## src/rtl/mul_hilo_ctrl_pkg.sv

```systemverilog
// Shared encodings for the HI/LO multiply controller.
// Latency: n/a (definitions only).
// Backpressure: n/a.
package mul_pkg;

    localparam logic [1:0] OP_MULT  = 2'b00;
    localparam logic [1:0] OP_MULTU = 2'b01;
    localparam logic [1:0] OP_MTHI  = 2'b10;
    localparam logic [1:0] OP_MTLO  = 2'b11;

    typedef enum logic [1:0] {
        IDLE = 2'b00,
        RUN  = 2'b01,
        WB   = 2'b10
    } state_t;

endpackage

```

## src/rtl/mul_hilo_ctrl_multipler.sv

```systemverilog
// Pipelined 32x32 multiplier producing a 64-bit signed or unsigned product.
// Latency: LATENCY cycles from x/y/mul_signed to registered result.
// Backpressure: none; free-running pipeline, caller holds operands stable.
module multipler #(
    parameter int LATENCY = 1
) (
    input  logic        mul_clk,
    input  logic        resetn,
    input  logic        mul_signed,
    input  logic [31:0] x,
    input  logic [31:0] y,
    output logic [63:0] result
);

    logic [63:0] x_ext;
    logic [63:0] y_ext;
    logic [63:0] prod;
    logic [63:0] pipe [LATENCY];

    // Sign- or zero-extend to 64 bits; the low 64 bits of the product are exact either way.
    always_comb begin
        x_ext = {{32{mul_signed & x[31]}}, x};
        y_ext = {{32{mul_signed & y[31]}}, y};
        prod  = x_ext * y_ext;
    end

    // Product pipeline; depth sets the result latency.
    always_ff @(posedge mul_clk) begin
        if (!resetn) begin
            for (int i = 0; i < LATENCY; i++) begin
                pipe[i] <= '0;
            end
        end else begin
            pipe[0] <= prod;
            for (int i = 1; i < LATENCY; i++) begin
                pipe[i] <= pipe[i-1];
            end
        end
    end

    assign result = pipe[LATENCY-1];

endmodule

```

## src/rtl/mul_hilo_ctrl.sv

```systemverilog
// HI/LO sequencing controller: accepts MULT/MULTU/MTHI/MTLO, runs the multiplier, commits HI/LO.
// Latency: multiply commits LATENCY+1 cycles after accept; MTHI/MTLO visible the next cycle.
// Backpressure: req_ready low while a multiply is in flight; flush blocks acceptance.
module mul_hilo_ctrl
    import mul_pkg::*;
#(
    parameter int LATENCY = 1
) (
    input  logic        mul_clk,
    input  logic        resetn,
    input  logic        req_valid,
    output logic        req_ready,
    input  logic [1:0]  req_op,
    input  logic [31:0] req_a,
    input  logic [31:0] req_b,
    input  logic        flush,
    output logic [31:0] hi,
    output logic [31:0] lo,
    output logic        busy,
    output logic        done
);

    localparam int CW = $clog2(LATENCY + 1);

    state_t        state;
    logic [CW-1:0] cnt;
    logic [31:0]   op_a;
    logic [31:0]   op_b;
    logic          op_signed;
    logic [63:0]   result;
    logic          accept;
    logic          is_mul;

    // Handshake decode; a flush in the same cycle vetoes the accept.
    always_comb begin
        req_ready = (state == IDLE) & resetn;
        accept    = req_valid & req_ready & ~flush;
        is_mul    = (req_op == OP_MULT) | (req_op == OP_MULTU);
    end

    // Operand registers hold the multiplier inputs stable for the whole RUN phase.
    multipler #(
        .LATENCY (LATENCY)
    ) u_mul (
        .mul_clk    (mul_clk),
        .resetn     (resetn),
        .mul_signed (op_signed),
        .x          (op_a),
        .y          (op_b),
        .result     (result)
    );

    // Controller FSM, latency counter, operand and HI/LO registers.
    always_ff @(posedge mul_clk) begin
        if (!resetn) begin
            state     <= IDLE;
            cnt       <= '0;
            op_a      <= '0;
            op_b      <= '0;
            op_signed <= 1'b0;
            hi        <= '0;
            lo        <= '0;
        end else begin
            case (state)
                IDLE: begin
                    if (accept) begin
                        if (is_mul) begin
                            op_a      <= req_a;
                            op_b      <= req_b;
                            op_signed <= (req_op == OP_MULT);
                            cnt       <= CW'(LATENCY);
                            state     <= RUN;
                        end else if (req_op == OP_MTHI) begin
                            hi <= req_a;
                        end else begin
                            lo <= req_a;
                        end
                    end
                end
                RUN: begin
                    if (flush) begin
                        cnt   <= '0;
                        state <= IDLE;
                    end else begin
                        cnt <= cnt - 1'b1;
                        if (cnt == CW'(1)) begin
                            state <= WB;
                        end
                    end
                end
                WB: begin
                    // A flush here discards the product without touching HI/LO.
                    if (!flush) begin
                        hi <= result[63:32];
                        lo <= result[31:0];
                    end
                    state <= IDLE;
                end
                default: begin
                    state <= IDLE;
                end
            endcase
        end
    end

    // Status is decoded from state; done is suppressed when the write-back is flushed.
    always_comb begin
        busy = (state != IDLE);
        done = (state == WB) & ~flush & resetn;
    end

endmodule

```

## config.mk

```make
export PLATFORM = sky130hd
export DESIGN_NAME = mul_hilo_ctrl
export DESIGN_NICKNAME = d
export VERILOG_FILES = /design/src/rtl/mul_hilo_ctrl_pkg.sv /design/src/rtl/mul_hilo_ctrl_multipler.sv /design/src/rtl/mul_hilo_ctrl.sv
export SDC_FILE = /design/constraint.sdc
export NUM_CORES = 2
export LEC_CHECK = 0
export CORE_MARGIN = 5
export CORE_UTILIZATION = 35
export DETAILED_ROUTE_END_ITERATION = 10
export DONT_BUFFER_PORTS = 1
export GPL_TIMING_DRIVEN = 0
export PLACE_DENSITY = 0.57
export SKIP_LAST_GASP = 1
export SYNTH_ARGS = -nofsm -noshare
export SYNTH_HDL_FRONTEND = slang
export SYNTH_SLANG_ARGS = --single-unit
```

## constraint.sdc

```tcl
create_clock -name mul_clk -period 8.5 [get_ports mul_clk]
set_input_delay 2.55 -clock mul_clk [delete_from_list [all_inputs] [get_ports mul_clk]]
set_output_delay 2.55 -clock mul_clk [all_outputs]
set_load 0.03 [all_outputs]
```

==> results by stage <==
Routing:
- Summing over every cut layer, the via total after detailed routing is between 30000 and 40000.
- The number of iterations in the first detailed-routing pass is 6.
- The average vias per placed instance is roughly 5.2.
- The violation count after the first detailed-routing iteration is between 3000 and 4000.
- The detailed-route DRC error count is 0.
- Once detail routing completed, the nets flagged for antenna violations numbered 0.
- The total routed wire length on the met1 layer is roughly 65 mm.
- The highest metal layer with signal wires is met4.
- The routed length on met2 is 76.12 mm.
- The amount of wire on met3 after detailed routing is about 16 mm.
- The routed wire length is about 170 mm.
- The average wire per standard cell is around 26 µm.

Logic synthesis:
- The post-synthesis register bit count is slightly below 200.
- The synthesized netlist cell count is between 4000 and 5000.
- When the netlist entered floorplanning its net count stood at between 6000 and 7000.
- Of all flip-flops after synthesis, the portion carrying an async set or reset was 0%.
- A synthesized cell averages between 9 and 10 µm².
- The number of unique standard cell types used by synthesis is between 60 and 70.
- In this run, synthesis inferred 0 flip-flops with an integrated enable.
- The part of the Yosys area used for sequential elements is 8.843%.
- The Yosys step of the flow raised 0 warnings.
- The summed instance area of the synthesized netlist is about 44000 µm².
- Among all flip-flop cells after synthesis, the most frequent one is sky130_fd_sc_hd__dfxtp_1.

Timing:
- The hold violation count in the final report is 0.
- Setup repair after global routing could not meet its margin everywhere.
- The worst clock skew is 0.03529 ns.
- Dividing the final minimum period by the clock period gives a little over nine tenths.
- Setup violations remaining at the end of the flow were counted as 0.
- The upper clock frequency limit is 119.2 MHz.
- The pin slew with the least headroom to its limit is roughly 1.4 ns.
- The time the final worst path needs with I/O delays and setup is around 8.4 ns.
- The worst relative slew slack is under 10%.
- The max-slew violation count is 0.

Final layout:
- Compared with the post-synthesis result, the final layout area differs by 7.597%.
- The post-layout instance area is between 40000 and 50000 µm².
- The final cell utilization of the core is a little under two fifths.
- After the flow finishes, the layout carries non-filler instances totaling between 6000 and 7000.
- Leaving out fill and tap cells, the most frequent cell in the layout is sky130_fd_sc_hd__fa_1.
- Leaving out fill and tap cells, the most frequent cells in the layout are sky130_fd_sc_hd__fa_1 (1116), sky130_fd_sc_hd__inv_1 (1105), sky130_fd_sc_hd__nand2_1 (866), sky130_fd_sc_hd__and2_1 (364), sky130_fd_sc_hd__ha_1 (211).
- In the final design database the tool counted 6343 nets.
- Cells with a size suffix above 1 make up under 10% of the layout.

Global routing:
- Entering global routing, the biggest net connects 26 pins.
- The total overflow left after global routing is 0.
- The total global-route track usage is 25.57%.
- The first-pass GRT wire length is about 250 mm.
- The initial antenna violation count is 13.
- The number of global-route vias before repair is between 30000 and 40000.

Clock network:
- TritonCTS built the clock tree.
- The clock tree buffer depth is 2.
- Buffers inserted to repair hold after CTS numbered 0.
- The total number of H-tree levels is 4.
- Clock tree synthesis selected as its root buffer the cell sky130_fd_sc_hd__clkbuf_16.
- The number of CTS-inserted buffers is 17.
- The clock sink total is around 200.
- Clock-pin slew was measured on the worst setup and hold paths at approximately 0.090 ns.
- The clock latency on the worst-skew pair is around 0.52 ns.

Worst setup path:
- The endpoint of the most critical register-to-register path is u_mul.pipe[0][47].
- The critical path class is reg2reg.
- For the worst flop-to-flop path, the logic depth is 25.
- The kind of launch point of the worst setup path is a flop.
- The endpoint type of the worst setup path is a flop.
- The maximum net fanout on the critical path is 10.
- For flop-to-flop paths, the worst setup slack is around 0.11 ns.
- The worst register-to-register path begins at op_b[31].
- For this run, the slowest stage of the critical path takes around 0.58 ns.
- Data on the critical path arrives at its endpoint at 8.78 ns.
- The most numerous cell type found on the critical path is sky130_fd_sc_hd__fa_1.
- The slowest cell on the critical path is sky130_fd_sc_hd__fa_1.
- The required arrival time at the worst endpoint is 8.89 ns.

Run status:
- The run finished with clean final reports.

Place:
- Summed over all nets, the half-perimeter wirelength after detailed placement is ~140 mm.
- The number of buffers inserted by port buffering is 0.
- The number of cells in the design after placement is 6561.
- At the end of routability-driven placement, the weighted congestion stood at roughly 1.
- After detailed placement, the total cell area comes to roughly 46000 µm².

Pwr:
- The power density over cell area is about 47 nW/µm².
- Summed over all cells, the static leakage comes to ~23 nW.
- The maximum ir drop on the vdd rail is around 0.14 mV.

Min path:
- The count of cells along the worst hold path is 2.
- The hold path endpoint is state[1].
- The worst hold path belongs to the class reg2reg.
- The startpoint of the most critical hold path is cnt.

Floorplanning:
- The initial utilization of the core area, before any placement, comes to 35.29%.
- The area of the core is 125700 µm².
- The cell row count is 130.
- The width of the die is around 370 µm.
- The number of I/O pins is ~140.
- Measured along the y axis, the die boundary spans 366.1 µm.
- The die area is 134000 µm².

Run:
- The count of maximum capacitance violations is 0.
-- synthesized netlist by cell type, drive strengths merged, types with 28 or more instances --
cell type  number  area (µm²)
nand2         868        3258
a211oi         74       560.5
nor2b          38       237.7
xnor2          49       429.2
o21ai          36       183.9
inv          1111        4170
ha            212        2653
and3           28       175.2
and2          367        2298
clkbuf        279        1047
a21oi         192       964.7
dfxtp         196        3924
fa           1125       22520
nor2          158       593.1
-- routing by layer --
metal  global-route usage, %  vias to the layer above
li1                        -                    14320
met1                   32.87                    17850
met2                   40.59                     1648
met3                   5.463                      411
met4                   13.59                        0
met5                       0                        -
-- layout make-up --
type                            instances  area, µm²
Antenna cell                            4      10.01
Buffer                                270       1355
Clock buffer                           17      425.4
Clock inverter                         15      241.5
Fill cell                           12820      77990
Inverter                             1111       4182
Multi-Input combinational cell       3318      35260
Sequential cell                       196       4011
Tap cell                             1650       2064
Timing Repair Buffer                   22      190.2
-- critical path, delay by kind of cell, from the launching register on --
| kind | cells | cell delay, ns |
|---|---|---|
| AO/OA/AOI/OAI | 6 | 1.36 |
| XOR/XNOR | 1 | 0.11 |
| adder cells (fa/ha/maj) | 9 | 4.25 |
| buffers and inverters | 4 | 0.62 |
| flip-flops | 1 | 0.55 |
| AND/OR/NAND/NOR | 5 | 1.38 |
-- cell families after synthesis --
| logic type | after synthesis | share of synthesized area, % |
|---|---|---|
| and+or+nand+nor | 1526 | 15.69 |
| buffers and inverters | 1397 | 11.83 |
| adders and majority gates | 1337 | 56.74 |
| AOI/OAI and AO/OA | 381 | 5.420 |
| DFF | 196 | 8.843 |
| xor gates and xnor gates | 66 | 1.303 |
| muxes | 8 | 0.1805 |
-- how the worst max path moves through the flow --
| stage | startpoint | endpoint | depth (start not counted) |
|---|---|---|---|
| global route | op_signed | u_mul.pipe[0][61] | 27 |
| detailed placement | op_a[31] | u_mul.pipe[0][61] | 23 |
| CTS | op_a[10] | u_mul.pipe[0][61] | 26 |
| floorplan | op_a[31] | u_mul.pipe[0][63] | 25 |
| global placement | op_a[31] | u_mul.pipe[0][61] | 23 |
| finish | op_b[31] | u_mul.pipe[0][47] | 25 |
-- sequential cells by signal (all words and copies together), names as in the netlist --
| name | cells |
|---|---|
| state | 2 |
| op_a | 32 |
| u_mul.pipe | 64 |
| hi | 32 |
| cnt | 1 |
| op_signed | 1 |
| lo | 32 |
| op_b | 32 |
-- timing repair --
action                                  in CTS  in global routing
endpoints found under the setup margin      29                 27
pin swaps                                    1                  5
cloned                                       0                  0
setup buffers                               11                 11
gates resized for setup                    172                222
-- stage by stage --
step	power [mW]	worst slack [ns]	hold slack (ns)	TNS, ns
floorplan	1.136	0.5829	0.4466	0
global placement	1.288	-1.828	0.4724	-30.62
detailed placement	1.289	-1.828	0.4738	-30.85
CTS	2.236	-0.04285	0.4858	-0.04285
global route	2.299	-0.02372	0.5214	-0.04561
finish	2.233	0.1072	0.4874	0
-- where the power goes --
group	internal [mW]	switching (mW)	total, mW	leakage [nW]
registers	0.932	0.0492	0.981	1.61
logic	0.0740	0.228	0.302	20.7
clock network	0.426	0.524	0.950	0.322
Power figures use the tool's default switching activity.
